**src/rtl/mips_cpu_regfile_sb.sv**
```systemverilog
// rtl/mips_cpu_regfile_sb.sv - register file with write bypass, load scoreboard and clear sweep
module mips_cpu_regfile_sb #(
  parameter int DATA_W   = 32,
  parameter int ADDR_W   = 5,
  parameter bit BYPASS   = 1'b1,
  parameter bit ZERO_REG = 1'b1
) (
  input  logic              clk,
  input  logic              rst_n,
  input  logic              wr_en,
  input  logic [ADDR_W-1:0] wr_addr,
  input  logic [DATA_W-1:0] wr_data,
  input  logic [ADDR_W-1:0] rd_addr_a,
  output logic [DATA_W-1:0] rd_data_a,
  input  logic [ADDR_W-1:0] rd_addr_b,
  output logic [DATA_W-1:0] rd_data_b,
  input  logic [ADDR_W-1:0] dbg_addr,
  output logic [DATA_W-1:0] dbg_data,
  input  logic              pend_set,
  input  logic [ADDR_W-1:0] pend_addr,
  output logic              hazard_a,
  output logic              hazard_b,
  input  logic              clr_req,
  output logic              clr_busy
);

  localparam int DEPTH = 1 << ADDR_W;
  localparam logic [ADDR_W-1:0] CNT_LAST = {ADDR_W{1'b1}};

  typedef enum logic {IDLE = 1'b0, SWEEP = 1'b1} state_t;

  state_t              state, state_nxt;
  logic [ADDR_W-1:0]   cnt;
  logic [DATA_W-1:0]   regs [DEPTH];
  logic [DEPTH-1:0]    pend;

  logic idle;
  logic wr_fire;
  logic pend_fire;
  logic byp_a, byp_b;

  // Qualify write and pending-set strobes: both are dead during a sweep and on the zero register
  always_comb begin
    idle      = (state == IDLE);
    wr_fire   = wr_en && idle && !(ZERO_REG && (wr_addr == '0));
    pend_fire = pend_set && idle && !(ZERO_REG && (pend_addr == '0));
  end

  // State register for the clear sequencer
  always_ff @(posedge clk or negedge rst_n) begin
    if (!rst_n) state <= IDLE;
    else        state <= state_nxt;
  end

  // Next-state logic: a sweep always runs for exactly DEPTH cycles
  always_comb begin
    state_nxt = state;
    case (state)
      IDLE:    if (clr_req) state_nxt = SWEEP;
      SWEEP:   if (cnt == CNT_LAST) state_nxt = IDLE;
      default: state_nxt = IDLE;
    endcase
  end

  // Sequencer outputs
  always_comb begin
    clr_busy = (state == SWEEP);
  end

  // Sweep address counter, parked at zero outside a sweep so every sweep starts at r0
  always_ff @(posedge clk or negedge rst_n) begin
    if (!rst_n)                             cnt <= '0;
    else if (state == SWEEP && cnt != CNT_LAST) cnt <= cnt + 1'b1;
    else                                    cnt <= '0;
  end

  // Register storage: the sweep overrides any architectural write
  always_ff @(posedge clk or negedge rst_n) begin
    if (!rst_n) begin
      for (int i = 0; i < DEPTH; i++) regs[i] <= '0;
    end else if (state == SWEEP) begin
      regs[cnt] <= '0;
    end else if (wr_fire) begin
      regs[wr_addr] <= wr_data;
    end
  end

  // Pending-load scoreboard: set is applied after clear so a same-address set wins
  always_ff @(posedge clk or negedge rst_n) begin
    if (!rst_n) begin
      pend <= '0;
    end else if (state == SWEEP) begin
      pend[cnt] <= 1'b0;
    end else begin
      if (wr_fire)   pend[wr_addr]   <= 1'b0;
      if (pend_fire) pend[pend_addr] <= 1'b1;
    end
  end

  // Combinational read ports with optional same-cycle forwarding from the write port
  always_comb begin
    byp_a = BYPASS && wr_en && idle && (wr_addr == rd_addr_a);
    byp_b = BYPASS && wr_en && idle && (wr_addr == rd_addr_b);

    if (ZERO_REG && (rd_addr_a == '0)) rd_data_a = '0;
    else if (byp_a)                    rd_data_a = wr_data;
    else                               rd_data_a = regs[rd_addr_a];

    if (ZERO_REG && (rd_addr_b == '0)) rd_data_b = '0;
    else if (byp_b)                    rd_data_b = wr_data;
    else                               rd_data_b = regs[rd_addr_b];

    if (ZERO_REG && (dbg_addr == '0))  dbg_data = '0;
    else                               dbg_data = regs[dbg_addr];
  end

  // RAW hazard flags: a pending register is satisfied only by a write arriving this cycle
  always_comb begin
    hazard_a = pend[rd_addr_a] && !(BYPASS && wr_en && (wr_addr == rd_addr_a));
    hazard_b = pend[rd_addr_b] && !(BYPASS && wr_en && (wr_addr == rd_addr_b));
  end

endmodule

```
**config.mk**
```make
export PLATFORM = sky130hd
export DESIGN_NAME = mips_cpu_regfile_sb
export DESIGN_NICKNAME = d
export VERILOG_FILES = /design/src/rtl/mips_cpu_regfile_sb.sv
export SDC_FILE = /design/constraint.sdc
export NUM_CORES = 2
export LEC_CHECK = 0
export CAP_MARGIN = 25
export CORE_ASPECT_RATIO = 0.9
export CORE_MARGIN = 2
export CORE_UTILIZATION = 55
export DETAILED_ROUTE_END_ITERATION = 6
export GPL_ROUTABILITY_DRIVEN = 0
export PLACE_DENSITY = 0.84
export SYNTH_ARGS = -nofsm -noshare
export SYNTH_HDL_FRONTEND = slang
export SYNTH_SLANG_ARGS = --single-unit
```
**constraint.sdc**
```tcl
create_clock -name clk -period 2.2 [get_ports clk]
set_input_delay 0.22 -clock clk [delete_from_list [all_inputs] [get_ports clk]]
set_output_delay 0.22 -clock clk [all_outputs]
set_load 0.005 [all_outputs]
```
==> qor.yml, run 1 <==
grt_pass1_vias: 87500
status: "aborted with a tool error"
grt_max_degree: 105
start_util_pct: 55.7
numPortBuffers: 160
lastStage: "global routing (5_1_grt)"
ys_seq_area_share_pct: 42.1
grt_pass1_wl_um: 734000
die_height_um: 326
dp_hpwl_um: 219000
yosysWarnings: 0
postSynthCellCount: 4643
cts_root_buffer: "clkbuf_16"
ys_types: 57
syn_nets: 4710
synth_edf_count: 0
die_w_um: 361
grt_usage_pct: 88.1
cts_buffers: 112
io_pins: 161
synth_area_leader_cell: "dfrtp_1"
num_rows: 117
synth_ff_type: "dfrtp_1"
cts_buffer_depth: 3
ys_ff_latch: 1062
htreeDepth: 3
synth.avg_cell_area_um2: 13.6
async_reset_ff_share_pct: 100
cts_sinks: 1062
yosysTopAreaCellShare_pct: 42.1
synthTopCellsByArea: "dfrtp_1, mux4_2, a22o_1"
grt_overflow: 1107
first-error: "[ERROR GRT-0116] Global routing finished with congestion. Check the congestion regions in the DRC Viewer."
dp_slack_ps: -1530
syn-cell-area_mm2: 0.0632
==> through the flow <==
| stage | util [%] | cell area [um2] | std cells | hold WS, ps | setup TNS (ps) |
|---|---|---|---|---|---|
| 2_1_floorplan | - | 63200 | 4643 | -75.6 | 0 |
| 3_3_place_gp | 70.4 | 79800 | 7241 | 184 | -359000 |
| 3_5_place_dp | 70.4 | 79800 | 7241 | 186 | -405710 |
| 4_1_cts | 76.9 | 87200 | 7644 | 23.1 | -151990 |
==> synthesized netlist by cell type (all sizes together), types with 7 or more instances <==
library cell / count
clkbuf: 414
o21ai: 108
nand2b: 16
mux2i: 204
and2: 36
nand3: 14
o211ai: 25
dfrtp: 1062
mux4: 766
xor2: 8
o22a: 7
a211oi: 22
a22oi: 144
nor3: 49
buf: 207
nand2: 135
a21oi: 61
a22o: 1015
a221oi: 19
a31oi: 13
nor3b: 10
inv: 41
o22ai: 64
nor2: 110
nor2b: 23
==> repair_timing <==
action / in CTS
endpoints found under the setup margin: 1155
gates resized for setup: 971
pin swaps: 181
buffers inserted: 215
hold endpoints to repair: 614
hold buffers: 1
cloned: 8
==> routing by layer <==
| metal | overflow | track usage (%) |
|---|---|---|
| met5 | 39 | 85.8 |
| met1 | 181 | 84.5 |
| met4 | 295 | 83.5 |
| met3 | 206 | 87.5 |
| met2 | 386 | 94.7 |
==> kinds of logic after synthesis <==
group	count (synthesis)	synth area share (%)
xor gates and xnor gates	12	0.166
AOI/OAI and AO/OA	1509	19.3
buffers and inverters	662	4.64
and+or+nand+nor	419	3.16
adders and majority gates	5	0.0990
DFF	1062	42.1
muxes	974	30.6
==> run 2: changes to the inputs <==
CORE_ASPECT_RATIO = unset   (was 0.9)
CORE_UTILIZATION = 40   (was 55)
PLACE_DENSITY = unset   (was 0.84)
PLACE_DENSITY_LB_ADDON = 0.15   (was unset)
clock period = 2.9 ns   (was 2.2 ns; I/O delays follow)
==> run 2 against run 1 <==
The flow now finishes, with violations (design-rule violations, negative setup slack). Synthesized cell count is the same. Area after synthesis is the same.
==> qor.yml, run 2 <==
cts_buffer_depth: 3
dp_slack_ps: -1120
cts_sinks: 1062
postSynthCellCount: 4643
largest_register_ffs: 1024
crit_arrival_ps: 2860
r2r_cells: 8
yosysWarnings: 0
synth.avg_cell_area_um2: 13.6
clk_pin_slew_ps: 60
crit_type: "reg -> out"
max_slew.worst_pin.slew_ps: 1230
top_regs: "regs x1024, pend x32, cnt x5"
cts_buffers: 121
regMostFlops: "regs"
htreeDepth: 3
rsz0062_at_grt: "yes"
seq_area_mm2: 0.0266
critPathCaptureType: "output port"
status: "complete, but fails checks"
io_pins: 161
grt_pass1_vias: 53000
cts_root_buffer: "clkbuf_16"
hold_class: "in -> async"
fin_skew_ps: 26.8
peakVddDrop_v: 0.000594
wirelength_um: 317000
clk_latency_ps: 760
final-setup-viol-count: 34
period_share_pct: 109
dp_hpwl_um: 194000
required_ps: 2610
dr.pass1.iters: 7
multi_input_comb_area_mm2: 0.0357
async_reset_ff_share_pct: 100
die_w_um: 401
ys_ff_latch: 1062
rrSetupSlack_ps: 180
utilization_pct: 51.1
nNetsFinal: 5234
synth.most_common_cell: "dfrtp_1"
violations: "design-rule violations, negative setup slack"
grt_pass1_wl_um: 437000
ys_seq_area_share_pct: 42.1
grt_usage_pct: 38.6
drv_cap: 0
syn-cell-area_mm2: 0.0632
final_common_cell: "dfrtp_1"
antenna_found_initial: 13
synthToLayoutAreaGrowth_pct: 26.7
grt_overflow: 0
grt_max_degree: 94
die_height_um: 401
power.density_mw_per_mm2: 528
ant_nets: 0
avgViaCountPerCell: 7.52
clock.fmax_mhz: 317
r2r-start: "clr_busy"
num_rows: 145
p_leak_nw: 34.7
synth_common_cells: "dfrtp_1, a22o_1, mux4_2"
vias: 55100
cp_max_fo: 2
fill_cells: 13200
drive_above_1_share_pct: 42.5
ys_types: 57
drt-wirelength-per-cell_um: 43.2
syn_nets: 4710
numPortBuffers: 160
final_cell_mix: "dfrtp_1, a22o_1, mux4_2"
yosysTopAreaCellShare_pct: 42.1
drc_errors: 1
tritoncts: "done"
slew-limit-headroom_pct: 18.3
synth_area_leader_cell: "dfrtp_1"
synthTopCellsByArea: "dfrtp_1, mux4_2, a22o_1"
start_kind: "flip-flop"
fin_ws_ps: -252
final-max-slew-violation-count: 0
hold_viol: 0
r2r-end: "regs[394]"
synth_edf_count: 0
start_util_pct: 40.3
synth_ff_type: "dfrtp_1"
drt_iter0_drc: 8650
fin_crit_ps: 3150
core_area_mm2: 0.157
dieArea_mm2: 0.161
## run 2: cell counts after synthesis
No cell type changed its count.
## run 2: worst max-delay path by stage
stage                      start            end  cells after the start
floorplan            dbg_addr[1]   dbg_data[10]                      7
CTS                    regs[916]  rd_data_b[20]                      9
detailed placement  rd_addr_a[4]   rd_data_a[1]                      9
global placement    rd_addr_a[4]   rd_data_a[1]                      9
global route           regs[916]  rd_data_b[20]                      9
finish                 regs[916]  rd_data_b[20]                      9
## run 2: critical path, cell delays in order (launching register included)
cell and delay (ps):
dfrtp_1 400, mux4_2 490, mux2i_1 160, buf_4 170, nor3_2 50, a221o_1 300
nor3_2 170, buf_4 190, nor2_2 50, buf_2 130
## run 2: through the flow
stage	setup TNS [ps]	instances	instance area, um2	hold WS, ps	power (mW)
global placement	-37680	6895	72600	304	24.5
floorplan	0	4643	63200	-5.59	20.0
CTS	-4590	7266	79000	52.8	41.8
global route	-3670	7331	80100	99.7	43.1
finish	-2410	7336	80100	86.8	42.3
detailed placement	-35450	6900	72700	300	24.6
## run 2: final cells by class
cell class	count	area share, %
repair buffers	1022	13.3
clock inverters	56	1.06
inverters	41	0.195
diodes	5	0.0156
well taps	2058	3.22
flip-flops and latches	1062	33.2
clock buffers	173	4.42
multi-input cells	2919	44.6
## run 2: cells by family after synthesis
logic type / count (synthesis) / share of synthesized area [%]
buffers and inverters: 662 / 4.64
AOI/OAI and AO/OA: 1509 / 19.3
xor gates and xnor gates: 12 / 0.166
adders and majority gates: 5 / 0.0990
DFF: 1062 / 42.1
and+or+nand+nor: 419 / 3.16
muxes: 974 / 30.6
## run 2: metal layers
layer	GRT usage (%)	vias to the layer above	wire length, um
met5	0.892	-	182
met4	19.8	16	19100
li1	-	20100	-
met3	15.9	1026	48900
met1	52.2	28800	118000
met2	52.7	5144	131000
## run 2: repair_timing
item	CTS	global route
setup buffers	146	83
pin swaps	106	69
hold buffers	1	0
gates resized for setup	620	150
hold endpoints to repair	284	0
cloned	2	1
endpoints found under the setup margin	98	96
## run 2: report_power, final
| part | switching [mW] | total, mW | internal (mW) |
|---|---|---|---|
| clock | 6.99 | 17.2 | 10.2 |
| combinational | 5.32 | 8.86 | 3.55 |
| sequential | 0.712 | 16.2 | 15.5 |
Note: power is estimated with default switching activity, not from simulation.
